### src/rtl/relu_maxpool2x2.sv
// ReLU followed by 2x2 stride-2 max pooling over six independent channels.
// Even rows park the pair maxima in a half-width row buffer; odd rows finish each window.
module relu_maxpool2x2 #(
    parameter int BITWIDTH  = 8,
    parameter int IN_WIDTH  = 28,
    parameter int IN_HEIGHT = 28
) (
    input  logic                         clk,
    input  logic                         reset,
    input  logic                         in_valid,
    input  logic signed [BITWIDTH*2-1:0] din1,
    input  logic signed [BITWIDTH*2-1:0] din2,
    input  logic signed [BITWIDTH*2-1:0] din3,
    input  logic signed [BITWIDTH*2-1:0] din4,
    input  logic signed [BITWIDTH*2-1:0] din5,
    input  logic signed [BITWIDTH*2-1:0] din6,
    output logic                         out_valid,
    output logic signed [BITWIDTH*2-1:0] dout1,
    output logic signed [BITWIDTH*2-1:0] dout2,
    output logic signed [BITWIDTH*2-1:0] dout3,
    output logic signed [BITWIDTH*2-1:0] dout4,
    output logic signed [BITWIDTH*2-1:0] dout5,
    output logic signed [BITWIDTH*2-1:0] dout6,
    output logic                         out_last
);

    localparam int DW     = BITWIDTH * 2;
    localparam int NCH    = 6;
    localparam int HALF_W = IN_WIDTH / 2;
    localparam int CW     = $clog2(IN_WIDTH);
    localparam int IW     = CW - 1;
    localparam int RW     = (IN_HEIGHT > 2) ? $clog2(IN_HEIGHT) : 1;

    logic signed [DW-1:0] din_a  [NCH];
    logic signed [DW-1:0] relu_a [NCH];

    logic [CW-1:0]        col_q, col_d;
    logic [RW-1:0]        row_q, row_d;
    logic signed [DW-1:0] h_q    [NCH];
    logic signed [DW-1:0] h_d    [NCH];
    logic signed [DW-1:0] rb_q   [NCH][HALF_W];
    logic signed [DW-1:0] rb_d   [NCH][HALF_W];
    logic signed [DW-1:0] dout_q [NCH];
    logic signed [DW-1:0] dout_d [NCH];
    logic                 out_valid_q, out_valid_d;
    logic                 out_last_q, out_last_d;

    logic                 col_last, row_last;
    logic [IW-1:0]        rb_idx;

    function automatic logic signed [DW-1:0] smax(input logic signed [DW-1:0] a,
                                                   input logic signed [DW-1:0] b);
        return (a > b) ? a : b;
    endfunction

    assign din_a[0] = din1;
    assign din_a[1] = din2;
    assign din_a[2] = din3;
    assign din_a[3] = din4;
    assign din_a[4] = din5;
    assign din_a[5] = din6;

    always_comb begin
        for (int k = 0; k < NCH; k++) begin
            relu_a[k] = din_a[k][DW-1] ? '0 : din_a[k];
        end
    end

    assign col_last = (col_q == CW'(IN_WIDTH - 1));
    assign row_last = (row_q == RW'(IN_HEIGHT - 1));
    assign rb_idx   = col_q[CW-1:1];

    always_comb begin
        col_d       = col_q;
        row_d       = row_q;
        h_d         = h_q;
        rb_d        = rb_q;
        dout_d      = dout_q;
        out_valid_d = 1'b0;
        out_last_d  = 1'b0;
        if (in_valid) begin
            if (col_last) begin
                col_d = '0;
                row_d = row_last ? '0 : row_q + 1'b1;
            end else begin
                col_d = col_q + 1'b1;
            end
            for (int k = 0; k < NCH; k++) begin
                if (!col_q[0]) begin
                    h_d[k] = relu_a[k];
                end else if (!row_q[0]) begin
                    rb_d[k][rb_idx] = smax(h_q[k], relu_a[k]);
                end else begin
                    dout_d[k] = smax(rb_q[k][rb_idx], smax(h_q[k], relu_a[k]));
                end
            end
            out_valid_d = col_q[0] & row_q[0];
            out_last_d  = col_last & row_last;
        end
    end

    always_ff @(posedge clk or negedge reset) begin
        if (!reset) begin
            col_q       <= '0;
            row_q       <= '0;
            out_valid_q <= 1'b0;
            out_last_q  <= 1'b0;
            for (int k = 0; k < NCH; k++) begin
                h_q[k]    <= '0;
                dout_q[k] <= '0;
            end
        end else begin
            col_q       <= col_d;
            row_q       <= row_d;
            out_valid_q <= out_valid_d;
            out_last_q  <= out_last_d;
            h_q         <= h_d;
            dout_q      <= dout_d;
        end
    end

    // Row buffer needs no reset: every entry is written on an even row before an odd row reads it.
    always_ff @(posedge clk) begin
        rb_q <= rb_d;
    end

    assign out_valid = out_valid_q;
    assign out_last  = out_last_q;
    assign dout1     = dout_q[0];
    assign dout2     = dout_q[1];
    assign dout3     = dout_q[2];
    assign dout4     = dout_q[3];
    assign dout5     = dout_q[4];
    assign dout6     = dout_q[5];

endmodule

### config.mk
export PLATFORM = sky130hd
export DESIGN_NAME = relu_maxpool2x2
export DESIGN_NICKNAME = d
export VERILOG_FILES = /design/src/rtl/relu_maxpool2x2.sv
export SDC_FILE = /design/constraint.sdc
export NUM_CORES = 2
export LEC_CHECK = 0
export BUFFER_PORTS_ARGS = -buffer_cell sky130_fd_sc_hd__clkbuf_2
export CORE_UTILIZATION = 40
export DETAILED_ROUTE_END_ITERATION = 10
export HOLD_SLACK_MARGIN = 0.12
export PLACE_DENSITY = 0.53
export SLEW_MARGIN = 20
export SYNTH_ARGS = -nofsm -noshare
export SYNTH_HDL_FRONTEND = slang
export SYNTH_SLANG_ARGS = --single-unit
### constraint.sdc
create_clock -name clk -period 8.5 [get_ports clk]
set_input_delay 1.275 -clock clk [delete_from_list [all_inputs] [get_ports clk]]
set_output_delay 1.275 -clock clk [all_outputs]
set_load 0.02 [all_outputs]
; ---- After elaboration in Yosys (flattened, before gate mapping)
; Cells that the tools add are included.
[totals]
ram_bits = 0
romBits = 0
inputBits = 99
output_inout_bits = 98
latchBits = 0
register_bits = 1548
mem_count = 0
[classes]
shifts = 0
div_mod_pow = 0
magnitude_cmp = 14
bitwise_logic = 5
n_mux = 48
addsub = 2
multipliers = 0
n_reduce_logical = 5
n_eq_ne = 2
[op_table]
columns = op, count
row1 = 224-bit bitwise mux, 6
row2 = 16-bit 2-to-1 mux, 25
row3 = 16-bit binary-select mux with 4-bit select, 6
row4 = 16-bit > comparator, 12
row5 = 15-bit 2-to-1 mux, 6
row6 = 16-bit demux with 4-bit select, 1
row7 = "5-bit by 1-bit adder with 5-bit output, second input constant", 2
row8 = "5-bit == test, second input constant", 2
row9 = 5-bit 2-to-1 mux, 2
row10 = 3-bit AND reduction, 2
row11 = "5-bit >= comparator, second input constant", 1
row12 = "5-bit by 1-bit < comparator with 1-bit output, second input constant", 1
row13 = 4-bit NOT with 5-bit output, 1
row14 = 2-bit AND reduction, 2
row15 = 1-bit AND, 2
row16 = 1-bit 2-to-1 mux, 2
row17 = 1-bit NOT, 2
row18 = 1-bit logical AND, 1

; ---- Logic depth before layout (Yosys ltp)
[depth]
word_depth = 6
depth_mapped = 24
depth_no_buf = 21

; ---- Least setup slack after synthesis
; Ideal clock, no wire load.
[synth_timing]
kind = input port to flip-flop
startpoint = input in_valid
endpoint = register rb_q[1104] (netlist bit), enable pin
arrival_time_ps = 8391
path_slack_ps = -539
stages = 5
path_cell_list = clkbuf_1 -> nand2_1 -> or2_2 -> or3_1 -> nor3_1
[synth_via]
elab_chain_len = 1
[synth_rtl]
columns = item, line_no
row1 = from (decl), 10  ; input logic in_valid,
row2 = 3-bit AND reduction (no source line), n/a
row3 = to (signal assigned), 124  ; rb_q <= rb_d;
row4 = to (decl), 41  ; logic signed [DW-1:0] rb_q [NCH][HALF_W];
; No other way between the ends.
; A chain may end at the register's enable or synchronous reset.

; ---- Worst setup path after layout
[layout_timing]
startpoint = register col_q[3]
endpoint = register dout_q (netlist bit dout4[0])
[layout_via]
elab_chain_len = 6
[layout_rtl]
columns = item, line_no
row1 = from (decl), 37  ; logic [CW-1:0] col_q, col_d;
row2 = from (signal assigned), 113  ; col_q <= col_d;
row3 = 4-bit NOT with 5-bit output (not written as such) (*), 94  ; dout_d[k] = smax(rb_q[k][rb_idx], smax(h_q[k], relu_a[k]));
row4 = 16-bit binary-select mux with 4-bit select (*), 94
row5 = 16-bit 2-to-1 mux (not written as such) (*) (2 in a row), 94
row6 = 16-bit > comparator, 53  ; return (a > b) ? a : b;
row7 = 16-bit 2-to-1 mux (*), 53
row8 = to (signal assigned), 118  ; dout_q <= dout_d;
row9 = to (decl), 43  ; logic signed [DW-1:0] dout_q [NCH];
; Every way passes the cells marked *; elsewhere a longest branch is shown, timed or not. The select of a mux whose other input is x is not followed.

==> flow_metrics.env <==
export IMPL_cts_buffer_depth=3
export IMPL_required_ns=9.19
export IMPL_post_cts_buffers=0
export IMPL_drive_above_1_share_pct=22.2
export IMPL_syn_inst=3579
export IMPL_status="finished clean"
export IMPL_antenna_found_initial=2
export IMPL_avgSynthCellArea_sq_um=16.9
export IMPL_dp_hpwl_microns=86100
export IMPL_ir_worst_vdd_uv=205
export IMPL_io_pins=197
export IMPL_die_height_microns=391
export IMPL_num_vias=33300
export IMPL_routed_wirelength_microns=155000
export IMPL_ant_nets=0
export IMPL_die_area_sq_um=153000
export IMPL_via_per_inst=5.52
export IMPL_path_cells="nand2_1 > nor2_4 > buf_4 > buf_4 > a222oi_1 > o21ai_0 > ha_1 > a211oi_1 > nor2_1 > nor3_1 > o21bai_1 > a221oi_1 > o22ai_4 > and2_1 > o31ai_2"
export IMPL_clockRootBuffer="clkbuf_16"
export IMPL_grt_pass1_vias=34500
export IMPL_end_kind="flop"
export IMPL_grt_max_degree=103
export IMPL_cts_tree="built"
export IMPL_drt_first_pass_iters=8
export IMPL_htree_levels=4
export IMPL_start_util_pct=40.3
export IMPL_die_w_microns=391
export IMPL_cp_max_fo=54
export IMPL_ctsResizeCount=0
export IMPL_cap_violations=0
export IMPL_nets=4154
export IMPL_grt_overflow_total=0
export IMPL_max_freq_mhz=168
export IMPL_path_clk_slew_ns=0.06
export IMPL_slowest_stage="dfrtp_4"
export IMPL_wire_per_inst_microns=25.7
export IMPL_timing_final_crit_share_pct=70.1
export IMPL_cts_sinks=1452
export IMPL_path_class="reg2reg"
export IMPL_hold_violations=0
export IMPL_finalSetupTns_ns=0
export IMPL_arrival_ns=6.65
export IMPL_layout_cells_most_common="edfxtp_1"
export IMPL_yosysSeqAreaShare_pct=70.4
export IMPL_ys_warn_count=0
export IMPL_n_fill_cell=12900
export IMPL_tightest_slew_ns=1.13
export IMPL_row_count=142
export IMPL_start_kind="flop"
export IMPL_min_period_ns=5.96
export IMPL_port_buffers=190
export IMPL_place_gp_congestion=0.783
export IMPL_mostFrequentLayoutCells="edfxtp_1 (1,260), o21ai_0 (295), nand2_1 (293)"
export IMPL_synth_edff_count=1260
export IMPL_rsz0062_at_grt="no"
export IMPL_cts_buffers=157
export IMPL_leakage_nw=24.1
export IMPL_pwr_density_cell_nw_per_um2=334
export IMPL_async_flop_share_pct=13.2
export IMPL_drv_slew=0
export IMPL_route_detailed_drc=0
export IMPL_syn_to_final_growth_pct=14.9
export IMPL_clock_skew_ns=0.0271
export IMPL_grtUsageTotal_pct=20.4
export IMPL_synthFlopType="edfxtp_1"
export IMPL_cp_slowest_stage_delay_ns=1.01
export IMPL_core_sq_um=150000
export IMPL_drtIter0Drc=2659
export IMPL_syn_area_sq_um=60600
export IMPL_ys_ff_latch=1452
export IMPL_yosysUniqueCellTypes=74
export IMPL_hold_buffers=0
export IMPL_postLayoutCellArea_sq_um=69600
export IMPL_place_area_sq_um=64500
export IMPL_hold_path_class="reg2reg"
export IMPL_setup_violations_final=0
export IMPL_cpMostUsedCell="buf_4"
export IMPL_grt_pass1_wl_microns=229000
export IMPL_slew_headroom_pct=25.0
export IMPL_clock_latency_ns=0.78
## report_power, final
part	switching (mW)	total (mW)	leakage [nW]	internal, mW
clock network	2.82	6.68	2.47	3.87
registers	0.463	9.16	14.1	8.70
logic	4.46	7.41	7.55	2.94
## cell usage after synthesis, types with 8 or more instances
cell / count / area, sq um
ha_1: 177 / 2210
a222oi_1: 81 / 811
mux4_2: 270 / 6080
o21a_1: 9 / 67.6
clkbuf_1: 113 / 424
a21oi_1: 63 / 315
inv_1: 115 / 432
o21ai_1: 14 / 70.1
o311ai_1: 23 / 201
nand3_1: 73 / 365
buf_2: 38 / 190
nor3_1: 18 / 90.1
dfrtp_1: 192 / 4800
o211ai_1: 23 / 173
a22oi_1: 9 / 67.6
mux2_2: 25 / 282
buf_1: 22 / 82.6
mux2i_1: 121 / 1210
nand2_1: 294 / 1100
nor2_1: 59 / 221
a211oi_1: 8 / 60.1
nand4_1: 34 / 213
nor2b_1: 21 / 131
edfxtp_1: 1260 / 37800
buf_4: 12 / 90.1
a21o_1: 19 / 143
o21ai_0: 297 / 1490
nand2b_1: 97 / 607
## registers in the layout, summed over array words and instances (netlist names)
signal     cells
dout6         15
out_last       1
dout5         15
dout2         15
row_q          5
dout1         15
out_valid      1
dout3         15
dout4         15
col_q          5
rb_q        1260
h_q           90
## logic make-up (layout without fill, tap and decap cells)
group	after synthesis	in the layout	synth area share [%]
adders and majority gates	180	180	3.71
buffers and inverters	304	729	2.09
other	1	7	0.00619
and+or+nand+nor	633	633	4.93
muxes	416	416	12.5
AOI/OAI and AO/OA	590	590	6.32
xor gates and xnor gates	3	3	0.0434
DFF	1452	1452	70.4
## path summary, 6_finish.rpt
check | start | end | slack [ns] | cells after the start
setup / recovery | col_q[3] | dout4[0] | 2.54 | 15
hold / removal | dout5[7] | dout5[7] | 0.48 | 2
setup reg to reg | col_q[3] | dout4[0] | 2.54 | 15
hold reg to reg | dout5[7] | dout5[7] | 0.48 | 2
max in group asynchronous | reset | h_q[88] | 6.52 | 2
min in group asynchronous | reset | h_q[4] | 0.54 | 1
## worst max-delay path: cells and delay by family (launching register included)
kind                       cells  cell delay (ns)
AOI/OAI and AO/OA              7             1.82
adders and majority gates      1             0.31
buffers and inverters          2             1.01
DFF                            1             1.01
and+or+nand+nor                5             1.66
## metrics by stage
stage | hold WS (ns) | power (mW) | instances | setup slack, ns | utilization [%]
6_report | 0.477 | 23.3 | 6026 | 2.54 | 46.3
5_1_grt | 0.513 | 24.5 | 6026 | 2.14 | 46.3
4_1_cts | 0.486 | 23.6 | 6025 | 2.50 | 46.3
3_5_place_dp | 0.472 | 16.9 | 5735 | 1.87 | 43.0
3_3_place_gp | 0.461 | 16.8 | 5735 | 1.87 | 43.0
2_1_floorplan | 0.455 | 14.4 | 3584 | 1.87 | -
## area by class of cell
cell class              instances  area [sq um]  area share (%)
flip-flops and latches       1452         42700            61.3
multi-input cells            1828         16900            24.2
clock buffers                 203          4230            6.07
well taps                    2016          2520            3.62
repair buffers                324          2050            2.95
clock inverters                87           828            1.19
inverters                     115           432           0.620
diodes                          1          2.50         0.00360
## layer usage
layer | track usage [%] | routed length, microns
met3 | 2.92 | 7130
met4 | 5.60 | 3340
met2 | 34.4 | 77200
met5 | 0 | 0
met1 | 27.6 | 67000
No activity file was read; power rests on OpenSTA's default activity.
